$ cat config.mk
export PLATFORM = sky130hd
export DESIGN_NAME = id_fetch_buffer_flat
export DESIGN_NICKNAME = d
export VERILOG_FILES = /design/src/rtl/cpu_isa_pkg.sv /design/src/rtl/id_fetch_buffer_if.sv /design/src/rtl/ri_decode.sv /design/src/rtl/id_fetch_buffer.sv /design/src/flat_wrapper.sv
export SDC_FILE = /design/constraint.sdc
export NUM_CORES = 1
export LEC_CHECK = 0
export CORE_MARGIN = 10
export CORE_UTILIZATION = 50
export CTS_BUF_LIST = sky130_fd_sc_hd__clkbuf_8
export DETAILED_ROUTE_END_ITERATION = 7
export PLACE_DENSITY = 0.84
export SETUP_SLACK_MARGIN = 0.05
export SYNTH_ARGS = -nofsm -noshare
export SYNTH_HDL_FRONTEND = slang
export SYNTH_SLANG_ARGS = --single-unit
$ cat constraint.sdc
create_clock -name clk -period 8.78 [get_ports clk]
set_clock_uncertainty 0.2 [all_clocks]
set_input_delay 1.756 -clock clk [delete_from_list [all_inputs] [get_ports clk]]
set_output_delay 1.756 -clock clk [all_outputs]
set_load 0.02 [all_outputs]
$ cat src/rtl/cpu_isa_pkg.sv
// cpu_isa_pkg: opcode, funct and field constants plus exception codes for the fetch and decode stages
package cpu_isa_pkg;
  localparam int OP_HI = 31;
  localparam int OP_LO = 26;
  localparam int RS_HI = 25;
  localparam int RS_LO = 21;
  localparam int RT_HI = 20;
  localparam int RT_LO = 16;
  localparam int FN_HI = 5;
  localparam int FN_LO = 0;
  localparam logic [5:0] OP_SPECIAL = 6'h00;
  localparam logic [5:0] OP_REGIMM  = 6'h01;
  localparam logic [5:0] OP_J       = 6'h02;
  localparam logic [5:0] OP_JAL     = 6'h03;
  localparam logic [5:0] OP_BEQ     = 6'h04;
  localparam logic [5:0] OP_BNE     = 6'h05;
  localparam logic [5:0] OP_BLEZ    = 6'h06;
  localparam logic [5:0] OP_BGTZ    = 6'h07;
  localparam logic [5:0] OP_ADDI    = 6'h08;
  localparam logic [5:0] OP_ADDIU   = 6'h09;
  localparam logic [5:0] OP_SLTI    = 6'h0a;
  localparam logic [5:0] OP_SLTIU   = 6'h0b;
  localparam logic [5:0] OP_ANDI    = 6'h0c;
  localparam logic [5:0] OP_ORI     = 6'h0d;
  localparam logic [5:0] OP_XORI    = 6'h0e;
  localparam logic [5:0] OP_LUI     = 6'h0f;
  localparam logic [5:0] OP_COP0    = 6'h10;
  localparam logic [5:0] OP_LB      = 6'h20;
  localparam logic [5:0] OP_LH      = 6'h21;
  localparam logic [5:0] OP_LW      = 6'h23;
  localparam logic [5:0] OP_LBU     = 6'h24;
  localparam logic [5:0] OP_LHU     = 6'h25;
  localparam logic [5:0] OP_SB      = 6'h28;
  localparam logic [5:0] OP_SH      = 6'h29;
  localparam logic [5:0] OP_SW      = 6'h2b;
  localparam logic [5:0] FN_SLL     = 6'h00;
  localparam logic [5:0] FN_SRL     = 6'h02;
  localparam logic [5:0] FN_SRA     = 6'h03;
  localparam logic [5:0] FN_SLLV    = 6'h04;
  localparam logic [5:0] FN_SRLV    = 6'h06;
  localparam logic [5:0] FN_SRAV    = 6'h07;
  localparam logic [5:0] FN_JR      = 6'h08;
  localparam logic [5:0] FN_JALR    = 6'h09;
  localparam logic [5:0] FN_MFHI    = 6'h10;
  localparam logic [5:0] FN_MTHI    = 6'h11;
  localparam logic [5:0] FN_MFLO    = 6'h12;
  localparam logic [5:0] FN_MTLO    = 6'h13;
  localparam logic [5:0] FN_MULT    = 6'h18;
  localparam logic [5:0] FN_MULTU   = 6'h19;
  localparam logic [5:0] FN_DIV     = 6'h1a;
  localparam logic [5:0] FN_DIVU    = 6'h1b;
  localparam logic [5:0] FN_ADD     = 6'h20;
  localparam logic [5:0] FN_ADDU    = 6'h21;
  localparam logic [5:0] FN_SUB     = 6'h22;
  localparam logic [5:0] FN_SUBU    = 6'h23;
  localparam logic [5:0] FN_AND     = 6'h24;
  localparam logic [5:0] FN_OR      = 6'h25;
  localparam logic [5:0] FN_XOR     = 6'h26;
  localparam logic [5:0] FN_NOR     = 6'h27;
  localparam logic [5:0] FN_SLT     = 6'h2a;
  localparam logic [5:0] FN_SLTU    = 6'h2b;
  localparam logic [31:0] ERET_WORD = 32'h4200_0018;
  localparam int EXC_NONE = 0;
  localparam int EXC_ADEL = 4;
  localparam int EXC_RI   = 10;
endpackage

$ cat src/rtl/id_fetch_buffer_if.sv
// id_fetch_buffer_if: fetch-side push channel and decode-side head view of the IF/ID buffer
interface id_fetch_buffer_if #(
  parameter int IW = 32,
  parameter int PW = 32,
  parameter int EXW = 5,
  parameter int DEPTH = 2
);
  localparam int CW = $clog2(DEPTH + 1);
  logic flush;
  logic in_valid;
  logic in_ready;
  logic [IW-1:0] in_instr;
  logic [PW-1:0] in_pc;
  logic in_bd;
  logic [EXW-1:0] in_excode;
  logic out_valid;
  logic out_ready;
  logic [IW-1:0] IR_D;
  logic [PW-1:0] PC_D;
  logic [PW-1:0] PC4_D;
  logic [PW-1:0] PC8_D;
  logic BD_D;
  logic [EXW-1:0] excode_D;
  logic [CW-1:0] count;
  modport master (
    output flush, in_valid, in_instr, in_pc, in_bd, in_excode, out_ready,
    input  in_ready, out_valid, IR_D, PC_D, PC4_D, PC8_D, BD_D, excode_D, count
  );
  modport slave (
    input  flush, in_valid, in_instr, in_pc, in_bd, in_excode, out_ready,
    output in_ready, out_valid, IR_D, PC_D, PC4_D, PC8_D, BD_D, excode_D, count
  );
endinterface

$ cat src/rtl/ri_decode.sv
// ri_decode: flags any instruction outside the supported subset as reserved
module ri_decode
  import cpu_isa_pkg::*;
#(
  parameter int IW = 32
) (
  input  logic [IW-1:0] instr,
  output logic ri
);
  logic [5:0] op;
  logic [5:0] funct;
  logic [4:0] rs;
  logic [4:0] rt;
  logic ok;
  assign op    = instr[OP_HI:OP_LO];
  assign rs    = instr[RS_HI:RS_LO];
  assign rt    = instr[RT_HI:RT_LO];
  assign funct = instr[FN_HI:FN_LO];
  assign ok = (op inside {OP_J, OP_JAL, OP_BEQ, OP_BNE, OP_BLEZ, OP_BGTZ, OP_LUI, OP_ORI,
                          OP_ANDI, OP_XORI, OP_ADDI, OP_ADDIU, OP_SLTI, OP_SLTIU, OP_LW,
                          OP_LB, OP_LBU, OP_LH, OP_LHU, OP_SW, OP_SH, OP_SB})
           || (op == OP_REGIMM && rt inside {5'd0, 5'd1})
           || (op == OP_COP0 && rs inside {5'd0, 5'd4})
           || (instr == ERET_WORD)
           || (op == OP_SPECIAL && funct inside {FN_JR, FN_JALR, FN_ADDU, FN_SUBU, FN_ADD,
                          FN_SUB, FN_SLL, FN_SRL, FN_SRA, FN_SLLV, FN_SRLV, FN_SRAV, FN_AND,
                          FN_OR, FN_NOR, FN_XOR, FN_SLT, FN_SLTU, FN_MULT, FN_MULTU, FN_DIV,
                          FN_DIVU, FN_MFHI, FN_MFLO, FN_MTHI, FN_MTLO});
  assign ri = !ok;
endmodule

$ cat src/rtl/id_fetch_buffer.sv
// id_fetch_buffer: DEPTH-entry IF/ID queue presenting the head entry to decode
// with derived PC+4/PC+8 and fetch exceptions merged with reserved-instruction detection.
module id_fetch_buffer
  import cpu_isa_pkg::*;
#(
  parameter int IW = 32,
  parameter int PW = 32,
  parameter int DEPTH = 2,
  parameter int EXW = 5,
  parameter bit RI_EN = 1'b1
) (
  input logic clk,
  input logic reset,
  id_fetch_buffer_if.slave bus
);
  localparam int PTRW = DEPTH > 1 ? $clog2(DEPTH) : 1;
  localparam int CW = $clog2(DEPTH + 1);
  localparam int EW = IW + PW + 1 + EXW;
  logic [EW-1:0] mem [DEPTH];
  logic [PTRW-1:0] rptr;
  logic [PTRW-1:0] wptr;
  logic [CW-1:0] cnt;
  logic valid;
  logic push;
  logic pop;
  logic ri;
  logic [IW-1:0] h_instr;
  logic [PW-1:0] h_pc;
  logic h_bd;
  logic [EXW-1:0] h_exc;
  function automatic logic [PTRW-1:0] inc(input logic [PTRW-1:0] p);
    return (p == PTRW'(DEPTH - 1)) ? '0 : p + 1'b1;
  endfunction
  assign valid = cnt != '0;
  assign bus.in_ready = cnt < CW'(DEPTH);
  assign push = bus.in_valid && bus.in_ready;
  assign pop = valid && bus.out_ready;
  always_ff @(posedge clk) begin
    if (!reset || bus.flush) begin
      rptr <= '0;
      wptr <= '0;
      cnt  <= '0;
    end else begin
      if (push) wptr <= inc(wptr);
      if (pop) rptr <= inc(rptr);
      cnt <= cnt + CW'(push) - CW'(pop);
    end
  end
  always_ff @(posedge clk) begin
    if (push && reset && !bus.flush) mem[wptr] <= {bus.in_instr, bus.in_pc, bus.in_bd, bus.in_excode};
  end
  // An empty buffer reads as an all-zero entry so decode sees a nop bubble.
  assign {h_instr, h_pc, h_bd, h_exc} = valid ? mem[rptr] : '0;
  ri_decode #(.IW(IW)) u_ri (
    .instr(h_instr),
    .ri(ri)
  );
  assign bus.out_valid = valid;
  assign bus.count = cnt;
  assign bus.IR_D = h_instr;
  assign bus.PC_D = h_pc;
  assign bus.PC4_D = valid ? h_pc + PW'(4) : '0;
  assign bus.PC8_D = valid ? h_pc + PW'(8) : '0;
  assign bus.BD_D = h_bd;
  assign bus.excode_D = (h_exc != '0) ? h_exc
                      : (RI_EN && ri) ? EXW'(EXC_RI) : EXW'(EXC_NONE);
endmodule

$ cat src/flat_wrapper.sv
// flat-port wrapper written by rule: the top's interface ports become plain ports
module id_fetch_buffer_flat import cpu_isa_pkg::*;
#(
  parameter int IW = 32,
  parameter int PW = 32,
  parameter int DEPTH = 2,
  parameter int EXW = 5,
  parameter bit RI_EN = 1'b1
)
  (clk, reset, bus_flush, bus_in_valid, bus_in_instr, bus_in_pc, bus_in_bd, bus_in_excode, bus_out_ready, bus_in_ready, bus_out_valid, bus_IR_D, bus_PC_D, bus_PC4_D, bus_PC8_D, bus_BD_D, bus_excode_D, bus_count);
  id_fetch_buffer_if #(.IW(IW), .PW(PW), .EXW(EXW), .DEPTH(DEPTH)) bus_i ();
  input logic clk;
  input logic reset;
  input wire logic [$bits(bus_i.flush)-1:0] bus_flush;
  input wire logic [$bits(bus_i.in_valid)-1:0] bus_in_valid;
  input wire logic [$bits(bus_i.in_instr)-1:0] bus_in_instr;
  input wire logic [$bits(bus_i.in_pc)-1:0] bus_in_pc;
  input wire logic [$bits(bus_i.in_bd)-1:0] bus_in_bd;
  input wire logic [$bits(bus_i.in_excode)-1:0] bus_in_excode;
  input wire logic [$bits(bus_i.out_ready)-1:0] bus_out_ready;
  output wire logic [$bits(bus_i.in_ready)-1:0] bus_in_ready;
  output wire logic [$bits(bus_i.out_valid)-1:0] bus_out_valid;
  output wire logic [$bits(bus_i.IR_D)-1:0] bus_IR_D;
  output wire logic [$bits(bus_i.PC_D)-1:0] bus_PC_D;
  output wire logic [$bits(bus_i.PC4_D)-1:0] bus_PC4_D;
  output wire logic [$bits(bus_i.PC8_D)-1:0] bus_PC8_D;
  output wire logic [$bits(bus_i.BD_D)-1:0] bus_BD_D;
  output wire logic [$bits(bus_i.excode_D)-1:0] bus_excode_D;
  output wire logic [$bits(bus_i.count)-1:0] bus_count;
  assign bus_i.flush = bus_flush;
  assign bus_i.in_valid = bus_in_valid;
  assign bus_i.in_instr = bus_in_instr;
  assign bus_i.in_pc = bus_in_pc;
  assign bus_i.in_bd = bus_in_bd;
  assign bus_i.in_excode = bus_in_excode;
  assign bus_i.out_ready = bus_out_ready;
  assign bus_in_ready = bus_i.in_ready;
  assign bus_out_valid = bus_i.out_valid;
  assign bus_IR_D = bus_i.IR_D;
  assign bus_PC_D = bus_i.PC_D;
  assign bus_PC4_D = bus_i.PC4_D;
  assign bus_PC8_D = bus_i.PC8_D;
  assign bus_BD_D = bus_i.BD_D;
  assign bus_excode_D = bus_i.excode_D;
  assign bus_count = bus_i.count;
  id_fetch_buffer #(.IW(IW), .PW(PW), .DEPTH(DEPTH), .EXW(EXW), .RI_EN(RI_EN)) u_core (.clk(clk), .reset(reset), .bus(bus_i));
endmodule
==> results of run 1 <==
[worst max path at each step]
stage,start,endpoint,depth (start not counted)
global route,flop,bus_PC4_D[27],8
floorplan,bus_in_valid,u_core.mem[0][0],3
CTS,flop,bus_PC4_D[27],8
detailed placement,flop,bus_PC4_D[27],8
global placement,flop,bus_PC4_D[27],8
finish,flop,bus_PC4_D[27],8
[layout make-up]
class	instances	area, um^2
Fill cell	1000	4270
Tap cell	180	225
Timing Repair Buffer	216	2150
Clock buffer	17	234
Multi-Input combinational cell	356	2510
Clock inverter	15	144
Inverter	9	33.8
Sequential cell	145	4310
[registers in the layout, indices dropped and copies added (netlist names), named ones only]
signal	flops
u_core.bus.count	2
u_core.rptr	1
u_core.wptr	1
u_core.mem	140
[cell usage after synthesis, types with 6 or more instances]
library cell    n
and2_1          8
buf_4           6
xnor2_1        43
edfxtp_1      140
mux2i_1        69
nor3_1         13
xor2_1         13
nor2_1         77
inv_1           9
nand3_1        18
nand2_1        27
a21oi_1         7
nor4_1          6
nor2_2         11
[power groups by stage]
| stage | Clock, mW | Combinational (mW) | Sequential, mW |
|---|---|---|---|
| global route | 0.530 | 0.372 | 0.784 |
| global placement | 0 | 0.344 | 0.797 |
| detailed placement | 0 | 0.350 | 0.798 |
| floorplan | 0 | 0.188 | 0.797 |
| finish | 0.496 | 0.348 | 0.782 |
| CTS | 0.503 | 0.351 | 0.782 |
[worst reg2reg max path: stages, from the launching register on]
cell and delay (ps):
dfxtp_1 350, nor2_4 100, buf_4 750, inv_1 520
and2_1 350, ha_1 280, inv_1 40, ha_1 180
xnor2_1 180, xnor2_1 140, nor2_1 60
[metal layers]
metal	vias up	GRT usage
li1	2360	-
met1	2385	0.212
met2	239	0.311
met3	22	0.0774
met4	4	0.0505
met5	-	0
[cells by family after synthesis]
kind of cell	synth area share
compound gates	0.0206
xor+xnor	0.0691
fa+ha+maj	0.00705
buf+inv	0.0418
flops	0.607
mux	0.102
simple gates	0.152
[through the flow]
step	instances	total power, mW
after floorplan	536	0.984
after global routing	938	1.69
after detailed placement	906	1.15
after global placement	906	1.14
after CTS	938	1.64
final	938	1.63
==> flow_summary.json, run 1 <==
{
  "clkPwrFrac": 0.305,
  "detail_route.vias_per_cell": 5.34,
  "power.share.combinational": 0.214,
  "total_standard_cell_area_after_synthesis_um2": 7100,
  "end_kind": "primary output",
  "layout-area-overhead-vs-synth_pct": 35.4,
  "drt_first_pass_iters": 5,
  "status": "completed",
  "clock_slew_at_reported_path_ffs_ps": 80,
  "switchingPower_uw": 444,
  "cp_data_arrival_time_ps": 4110,
  "cp.buffers_inverters": 2,
  "hold_path.startpoint": "u_core.rptr",
  "fin_tns_setup_ps": 0,
  "start_util": 0.511,
  "post_cts_hold_buffer_count": 0,
  "post_synth_edffs": 140,
  "cpLargestDelayFamily": "buffers and inverters",
  "place.gp.congestion": 0.839,
  "finalHoldWorstSlack_ps": 326,
  "dp.final_hpwl_mm": 13.7,
  "crit_path_top_delay_cell": "buf_4",
  "critPathLaunchType": "flop",
  "syn-instance-count": 536,
  "route.antenna.remaining_nets": 0,
  "core_area_um2": 13900,
  "regToRegEndpoint": "u_core.bus.count[1]",
  "fp_rows": 43,
  "critical_path.max_fanout": 54,
  "timing.final.ws_setup_ps": 2710,
  "post-route-drc-count": 0,
  "max-vdd-ir-drop_mv": 0.118,
  "max_cap_viol_count": 0,
  "first_global_vias": 5389,
  "r2r_start": "u_core.bus.count[0]",
  "wl_per_cell_um": 19.7,
  "fmaxAchievable_mhz": 165,
  "worst_hold_path.num_cells": 2,
  "cp_cell_sequence": "buf_4, mux2i_1, nor2_2, nand3_1, nor2_1, and4b_1, xor2_1, clkdlybuf4s50_1",
  "final_common_cell": "clkdlybuf4s50_1",
  "worstHoldPathType": "reg2reg",
  "flip_flop_and_latch_count_after_synthesis": 145,
  "design.die.area_um2": 19400,
  "slew_viol_final": 0,
  "floorplan.io_pins": 213,
  "global_route_wire_length_before_repair_mm": 29.2,
  "min_period_ps": 6070,
  "switching_share": 0.273,
  "worst-slew-pin-transition_ps": 980,
  "numPortBuffers": 212,
  "power.density_nw_per_um2": 169,
  "maximum_number_of_pins_on_one_net_before_global_route_repair": 86,
  "yosysUniqueCellTypes": 50,
  "ys.flop_type": "edfxtp_1",
  "synth_top_cell_by_area": "edfxtp_1",
  "final_net_count": 824,
  "dieWidth_um": 139,
  "critical-path-max-stage-delay_ps": 730,
  "synth-seq-area-share": 0.607,
  "vias": 5010,
  "antenna_found_initial": 2,
  "insertedDiodeCount": 0,
  "critical_path_class": "reg2out",
  "final_hold_viol_count": 0,
  "synth_async_sr_flop_share": 0,
  "place_area_um2": 9230,
  "tritoncts": "yes",
  "relSlewSlack": 0.347,
  "cts-buffers-inserted": 17,
  "place_ws_ps": 3170,
  "setup_viol": 0,
  "yosysTopAreaCellShare": 0.592,
  "seqPwrFrac": 0.481,
  "ctsResizeCount": 0,
  "routed-wl-met2_mm": 9.17,
  "synth.top_cells.by_area": "edfxtp_1 (59%), mux2i_1 (9.7%), xnor2_1 (5.3%), nor2_1 (4.1%), xor2_1 (1.6%)",
  "route.layer.met1.wl_mm": 7.13,
  "cts-htree-levels": 4,
  "dr.max_layer_used": "met5",
  "min_to": "u_core.rptr",
  "grt_remaining_overflow": 0,
  "starting_drt_drc_count": 401,
  "r2r_setup_slack_ps": 5500,
  "internal_power_mw": 1.18,
  "root_buffer": "clkbuf_8",
  "tritoncts_num_sinks": 145,
  "min_period_over_period": 0.691,
  "worst_r2r_path_depth": 10,
  "highest_count_cells_in_the_layout_ignoring_fill_and_taps": "clkdlybuf4s50_1 (212), edfxtp_1 (140), nor2_1 (76)",
  "met3_routed_length_mm": 1.89,
  "rsz0062_at_grt": "false",
  "syn_area_per_cell_um2": 13.2,
  "static_leakage_power_nw": 3.09,
  "insertion_delay_ps": 420,
  "final_standard_cell_utilization_of_the_core": 0.692,
  "die-height_um": 139,
  "post-cts-setup-buffer-count": 0,
  "clock_path_buffers": 2,
  "required_ps": 6820,
  "tot_gr_track_use": 0.185,
  "final_area_um2": 9610,
  "postSynthNetCount": 615,
  "post_route_cells_drive_above_1_share": 0.0923,
  "synthesis.yosys.warnings": 0,
  "wl_mm": 18.5
}
(Power assumes the default switching activity.)
==> inputs of run 2 (changes only) <==
CORE_UTILIZATION = 44   (was 50)
PLACE_DENSITY = 0.79   (was 0.84)
clock period = 5.3 ns   (was 8.78 ns; I/O delays follow)
==> run 2 against run 1 <==
Die area grew 12%. Non-clock buffer count grew 7. Combinational power grew 69%. Utilization shrank 7.9 points. Clock power grew 62%. Worst setup slack lost 2400 ps. Sequential power grew 66%. Wire length grew 4.2%. Sequential share of layout area shrank 0.42 points.
==> flow_summary.json, run 2 (same netlist as run 1, synthesis figures left out) <==
{
  "post-cts-setup-buffer-count": 0,
  "min_period_over_period": 0.936,
  "cts-buffers-inserted": 17,
  "max-vdd-ir-drop_mv": 0.184,
  "dieWidth_um": 147,
  "dp.final_hpwl_mm": 14.6,
  "clock_slew_at_reported_path_ffs_ps": 80,
  "fp_rows": 46,
  "registers.top_by_ff_count": "u_core.mem",
  "insertion_delay_ps": 430,
  "root_buffer": "clkbuf_8",
  "maximum_number_of_pins_on_one_net_before_global_route_repair": 71,
  "tot_gr_track_use": 0.175,
  "cp_cell_sequence": "buf_4, mux2i_1, a41oi_1, a2111oi_2, nand4_1, o311ai_1, o21ai_0, clkdlybuf4s50_1",
  "drt_first_pass_iters": 4,
  "post-route-drc-count": 0,
  "min_period_ps": 4960,
  "global_route_wire_length_before_repair_mm": 29.8,
  "post_route_cells_drive_above_1_share": 0.105,
  "largest_register_ffs": 140,
  "status": "completed",
  "power.density_nw_per_um2": 277,
  "clock_path_buffers": 2,
  "seqPwrFrac": 0.482,
  "critical_path_class": "reg2out",
  "finalPower_mw": 2.69,
  "vias": 5038,
  "static_leakage_power_nw": 3.11,
  "final_common_cell": "clkdlybuf4s50_1",
  "relSlewSlack": 0.332,
  "final_hold_viol_count": 0,
  "highest_count_cells_in_the_layout_ignoring_fill_and_taps": "clkdlybuf4s50_1 (212), edfxtp_1 (140), nor2_1 (76)",
  "tritoncts": "yes",
  "grt_remaining_overflow": 0,
  "wl_mm": 19.3,
  "crit_path_top_delay_cell": "buf_4",
  "end_kind": "primary output",
  "slew_viol_final": 0,
  "rsz0062_at_grt": "false",
  "start_util": 0.448,
  "worstHoldPathType": "reg2reg",
  "tritoncts_num_sinks": 145,
  "post_cts_hold_buffer_count": 0,
  "detail_route.vias_per_cell": 5.13,
  "fin_cells": 982,
  "antenna_found_initial": 3,
  "cp_data_arrival_time_ps": 3700,
  "design.die.area_um2": 21600,
  "core_area_um2": 15800,
  "power.share.combinational": 0.219,
  "switching_share": 0.285,
  "place.gp.congestion": 0.915,
  "clkPwrFrac": 0.300,
  "numPortBuffers": 212,
  "worst-slew-pin-transition_ps": 1000,
  "first_global_vias": 5478,
  "fmaxAchievable_mhz": 202,
  "internal_power_mw": 1.92,
  "layout-area-overhead-vs-synth_pct": 36.7,
  "critical_path.max_fanout": 45,
  "dp_cells": 949,
  "final_net_count": 831,
  "switchingPower_uw": 766,
  "starting_drt_drc_count": 291,
  "cts-htree-levels": 4,
  "setup_viol": 0,
  "fin_tns_setup_ps": 0,
  "max_cap_viol_count": 0,
  "critPathLaunchType": "flop",
  "wl_per_cell_um": 19.6,
  "required_ps": 4040,
  "route.antenna.remaining_nets": 0,
  "ctsResizeCount": 0,
  "die-height_um": 147,
  "floorplan.io_pins": 213,
  "critical-path-max-stage-delay_ps": 630
}
run 2: cell type report:
type | instances | area, um^2
clock buffer | 17 | 234
multi-input combinational | 356 | 2510
tap | 216 | 270
sequential | 145 | 4310
clock inverter | 15 | 135
fill | 1245 | 6130
antenna | 1 | 2.50
inverter | 9 | 33.8
timing repair buffer | 223 | 2200
run 2: through the flow:
stage	setup slack, ps	instance area, um^2	hold WS (ps)	util
6_report	342	9700	353	0.613
5_1_grt	67.2	9700	377	0.613
4_1_cts	293	9700	352	0.613
3_5_place_dp	804	9330	331	0.589
3_3_place_gp	801	9330	300	0.589
2_1_floorplan	301	7100	281	-
run 2: routing by layer:
metal / share of wire / global-route usage / vias to the layer above
met5: 0.0015 / 0 / -
met4: 0.021 / 0.0639 / 4
met3: 0.092 / 0.0722 / 35
met2: 0.49 / 0.293 / 199
met1: 0.39 / 0.195 / 2412
li1: - / - / 2388
run 2: path summary, 6_finish.rpt:
path | from | endpoint | slack (ps) | cells past startpoint
min | u_core.rptr | flop | 350 | 2
max reg2reg | u_core.bus.count[1] | u_core.bus.count[1] | 2230 | 10
max | flop | bus_excode_D[3] | 340 | 8
min reg2reg | u_core.rptr | flop | 350 | 2
run 2: power groups by stage:
stage	clock [mW]	sequential (mW)	combinational, mW
finish	0.806	1.30	0.588
global route	0.873	1.30	0.627
CTS	0.824	1.30	0.595
detailed placement	0	1.32	0.592
global placement	0	1.32	0.584
floorplan	0	1.32	0.311
run 2: worst max-delay path: cells and delay by family (launching register included):
family                 cells  cell delay (ps)
buffers and inverters      2             1200
multiplexers               1              440
AO/OA/AOI/OAI              4              850
AND/OR/NAND/NOR            1              140
flip-flops                 1              620
==> inputs of run 3 (changes only) <==
CORE_UTILIZATION = 40   (was 44)
CTS_CLUSTER_DIAMETER = 60   (was default)
PLACE_DENSITY = 0.72   (was 0.79)
==> run 3 against run 2 <==
Global-route usage is 1.1 points lower. Count of clock-buffer cells in the layout stayed put. Sequential cell count stayed put. Largest cell class unchanged. Critical path type unchanged. Die area is 8.6% higher. Hold slack worse by 10 ps. Sequential power hardly changed. Wire length is 2.4% higher. Sequential share of layout area is 0.17 points lower. Power is 3.6% higher. Combinational power hardly changed. Largest power group unchanged. First-iteration DRC count is 12% lower. Worst setup slack better by 66 ps.
==> flow_summary.json, run 3 (same netlist as run 1, synthesis figures left out) <==
{
  "insertion_delay_ps": 440,
  "fin_tns_setup_ps": 0,
  "start_util": 0.409,
  "critical-path-max-stage-delay_ps": 650,
  "max-vdd-ir-drop_mv": 0.187,
  "first_global_vias": 5228,
  "r2r_start": "u_core.bus.count[0]",
  "wl_per_cell_um": 20.0,
  "antenna_found_initial": 2,
  "required_ps": 4040,
  "drt_first_pass_iters": 5,
  "max_cap_viol_count": 0,
  "final_hold_viol_count": 0,
  "post_route_cells_drive_above_1_share": 0.0946,
  "tot_gr_track_use": 0.163,
  "highest_count_cells_in_the_layout_ignoring_fill_and_taps": "clkdlybuf4s50_1 (212), edfxtp_1 (140), nor2_1 (75)",
  "cp_data_arrival_time_ps": 3630,
  "design.die.area_um2": 23500,
  "status": "completed",
  "end_kind": "primary output",
  "clock_path_buffers": 2,
  "final_common_cell": "clkdlybuf4s50_1",
  "rsz0062_at_grt": "false",
  "largest_register_ffs": 140,
  "core_area_um2": 17400,
  "min_period_ps": 4890,
  "regToRegEndpoint": "u_core.bus.count[1]",
  "worst-slew-pin-transition_ps": 998,
  "post-cts-setup-buffer-count": 0,
  "setup_viol": 0,
  "hold_path.startpoint": "u_core.rptr",
  "finalPower_mw": 2.79,
  "grt_remaining_overflow": 0,
  "maximum_number_of_pins_on_one_net_before_global_route_repair": 71,
  "place.gp.congestion": 0.883,
  "min_period_over_period": 0.923,
  "dieWidth_um": 153,
  "fp_rows": 48,
  "floorplan.io_pins": 213,
  "cts-buffers-inserted": 17,
  "clock_slew_at_reported_path_ffs_ps": 70,
  "final_net_count": 827,
  "fmaxAchievable_mhz": 204,
  "relSlewSlack": 0.335,
  "dp.final_hpwl_mm": 14.8,
  "critical_path.max_fanout": 19,
  "worstHoldPathType": "reg2reg",
  "registers.top_by_ff_count": "u_core.mem",
  "worst_setup_path_endpoint": "bus_PC4_D[15]",
  "starting_drt_drc_count": 255,
  "detail_route.vias_per_cell": 5.03,
  "static_leakage_power_nw": 3.13,
  "cts-htree-levels": 4,
  "slew_viol_final": 0,
  "crit_path_top_delay_cell": "clkdlybuf4s50_1",
  "tritoncts_num_sinks": 145,
  "numPortBuffers": 212,
  "power.density_nw_per_um2": 286,
  "die-height_um": 153,
  "root_buffer": "clkbuf_8",
  "tritoncts": "yes",
  "wl_mm": 19.7,
  "route.antenna.remaining_nets": 0,
  "global_route_wire_length_before_repair_mm": 30.1,
  "critical_path_class": "reg2out",
  "cp_cell_sequence": "mux2i_1, nor2_1, ha_1, nand3_2, nor3_1, nand2_1, xnor2_1, clkdlybuf4s50_1",
  "post-route-drc-count": 0,
  "worst_r2r_path_depth": 10,
  "vias": 4965,
  "critPathLaunchType": "flop",
  "r2r_setup_slack_ps": 2470,
  "layout-area-overhead-vs-synth_pct": 37.2
}
-- run 3: cell count changes in the layout (fill, tap and decap cells not counted), sizes merged --
cell / delta
buf: -4
bufinv: +3
clkinv: +2
clkinvlp: -4
inv: -1
-- run 3: how the worst min path moves through the flow --
stage,cells after the start,endpoint
CTS,2,u_core.rptr
global route,2,u_core.rptr
detailed placement,2,u_core.rptr
floorplan,2,flop
global placement,2,u_core.rptr
finish,2,u_core.rptr
-- run 3: worst max-delay path, delay by kind of cell (launching register included) --
kind          cells  cell delay, ps
xor+xnor          1             230
fa+ha+maj         1             360
buf+inv           1             650
flops             1             550
mux               1             180
simple gates      4            1220
-- run 3: timing repair --
action	4_1_cts	5_1_grt
setup endpoints to repair	0	3
gates resized for setup	0	1
hold buffers	0	0
-- run 3: final cells by class --
type,instances,area (um^2)
timing repair buffer,219,2190
clock buffer,17,234
inverter,9,33.8
clock inverter,15,175
sequential,145,4310
multi-input combinational,356,2510
tap,225,282
fill,1422,7620
antenna,1,2.50
-- run 3: through the flow --
| step | hold slack [ps] | utilization | setup WS (ps) | cells | cell area, um^2 |
|---|---|---|---|---|---|
| 2_1_floorplan | 281 | - | 301 | 536 | 7100 |
| 3_3_place_gp | 297 | 0.537 | 832 | 954 | 9320 |
| 3_5_place_dp | 309 | 0.537 | 741 | 954 | 9320 |
| 4_1_cts | 333 | 0.561 | 250 | 986 | 9730 |
| 5_1_grt | 365 | 0.561 | 92.2 | 987 | 9740 |
| 6_report | 342 | 0.561 | 408 | 987 | 9740 |
-- run 3: layer usage --
layer / track usage / wire, um / vias up
met5: 0 / 12 / -
met4: 0.0604 / 325 / 2
met3: 0.0651 / 1860 / 24
met2: 0.258 / 9190 / 217
met1: 0.196 / 8350 / 2349
li1: - / - / 2373
-- run 3: where the power goes --
| part | internal, mW | switching (mW) | leakage [nW] |
|---|---|---|---|
| logic | 0.264 | 0.325 | 1.60 |
| clock network | 0.501 | 0.402 | 0.216 |
| registers | 1.28 | 0.0111 | 1.31 |
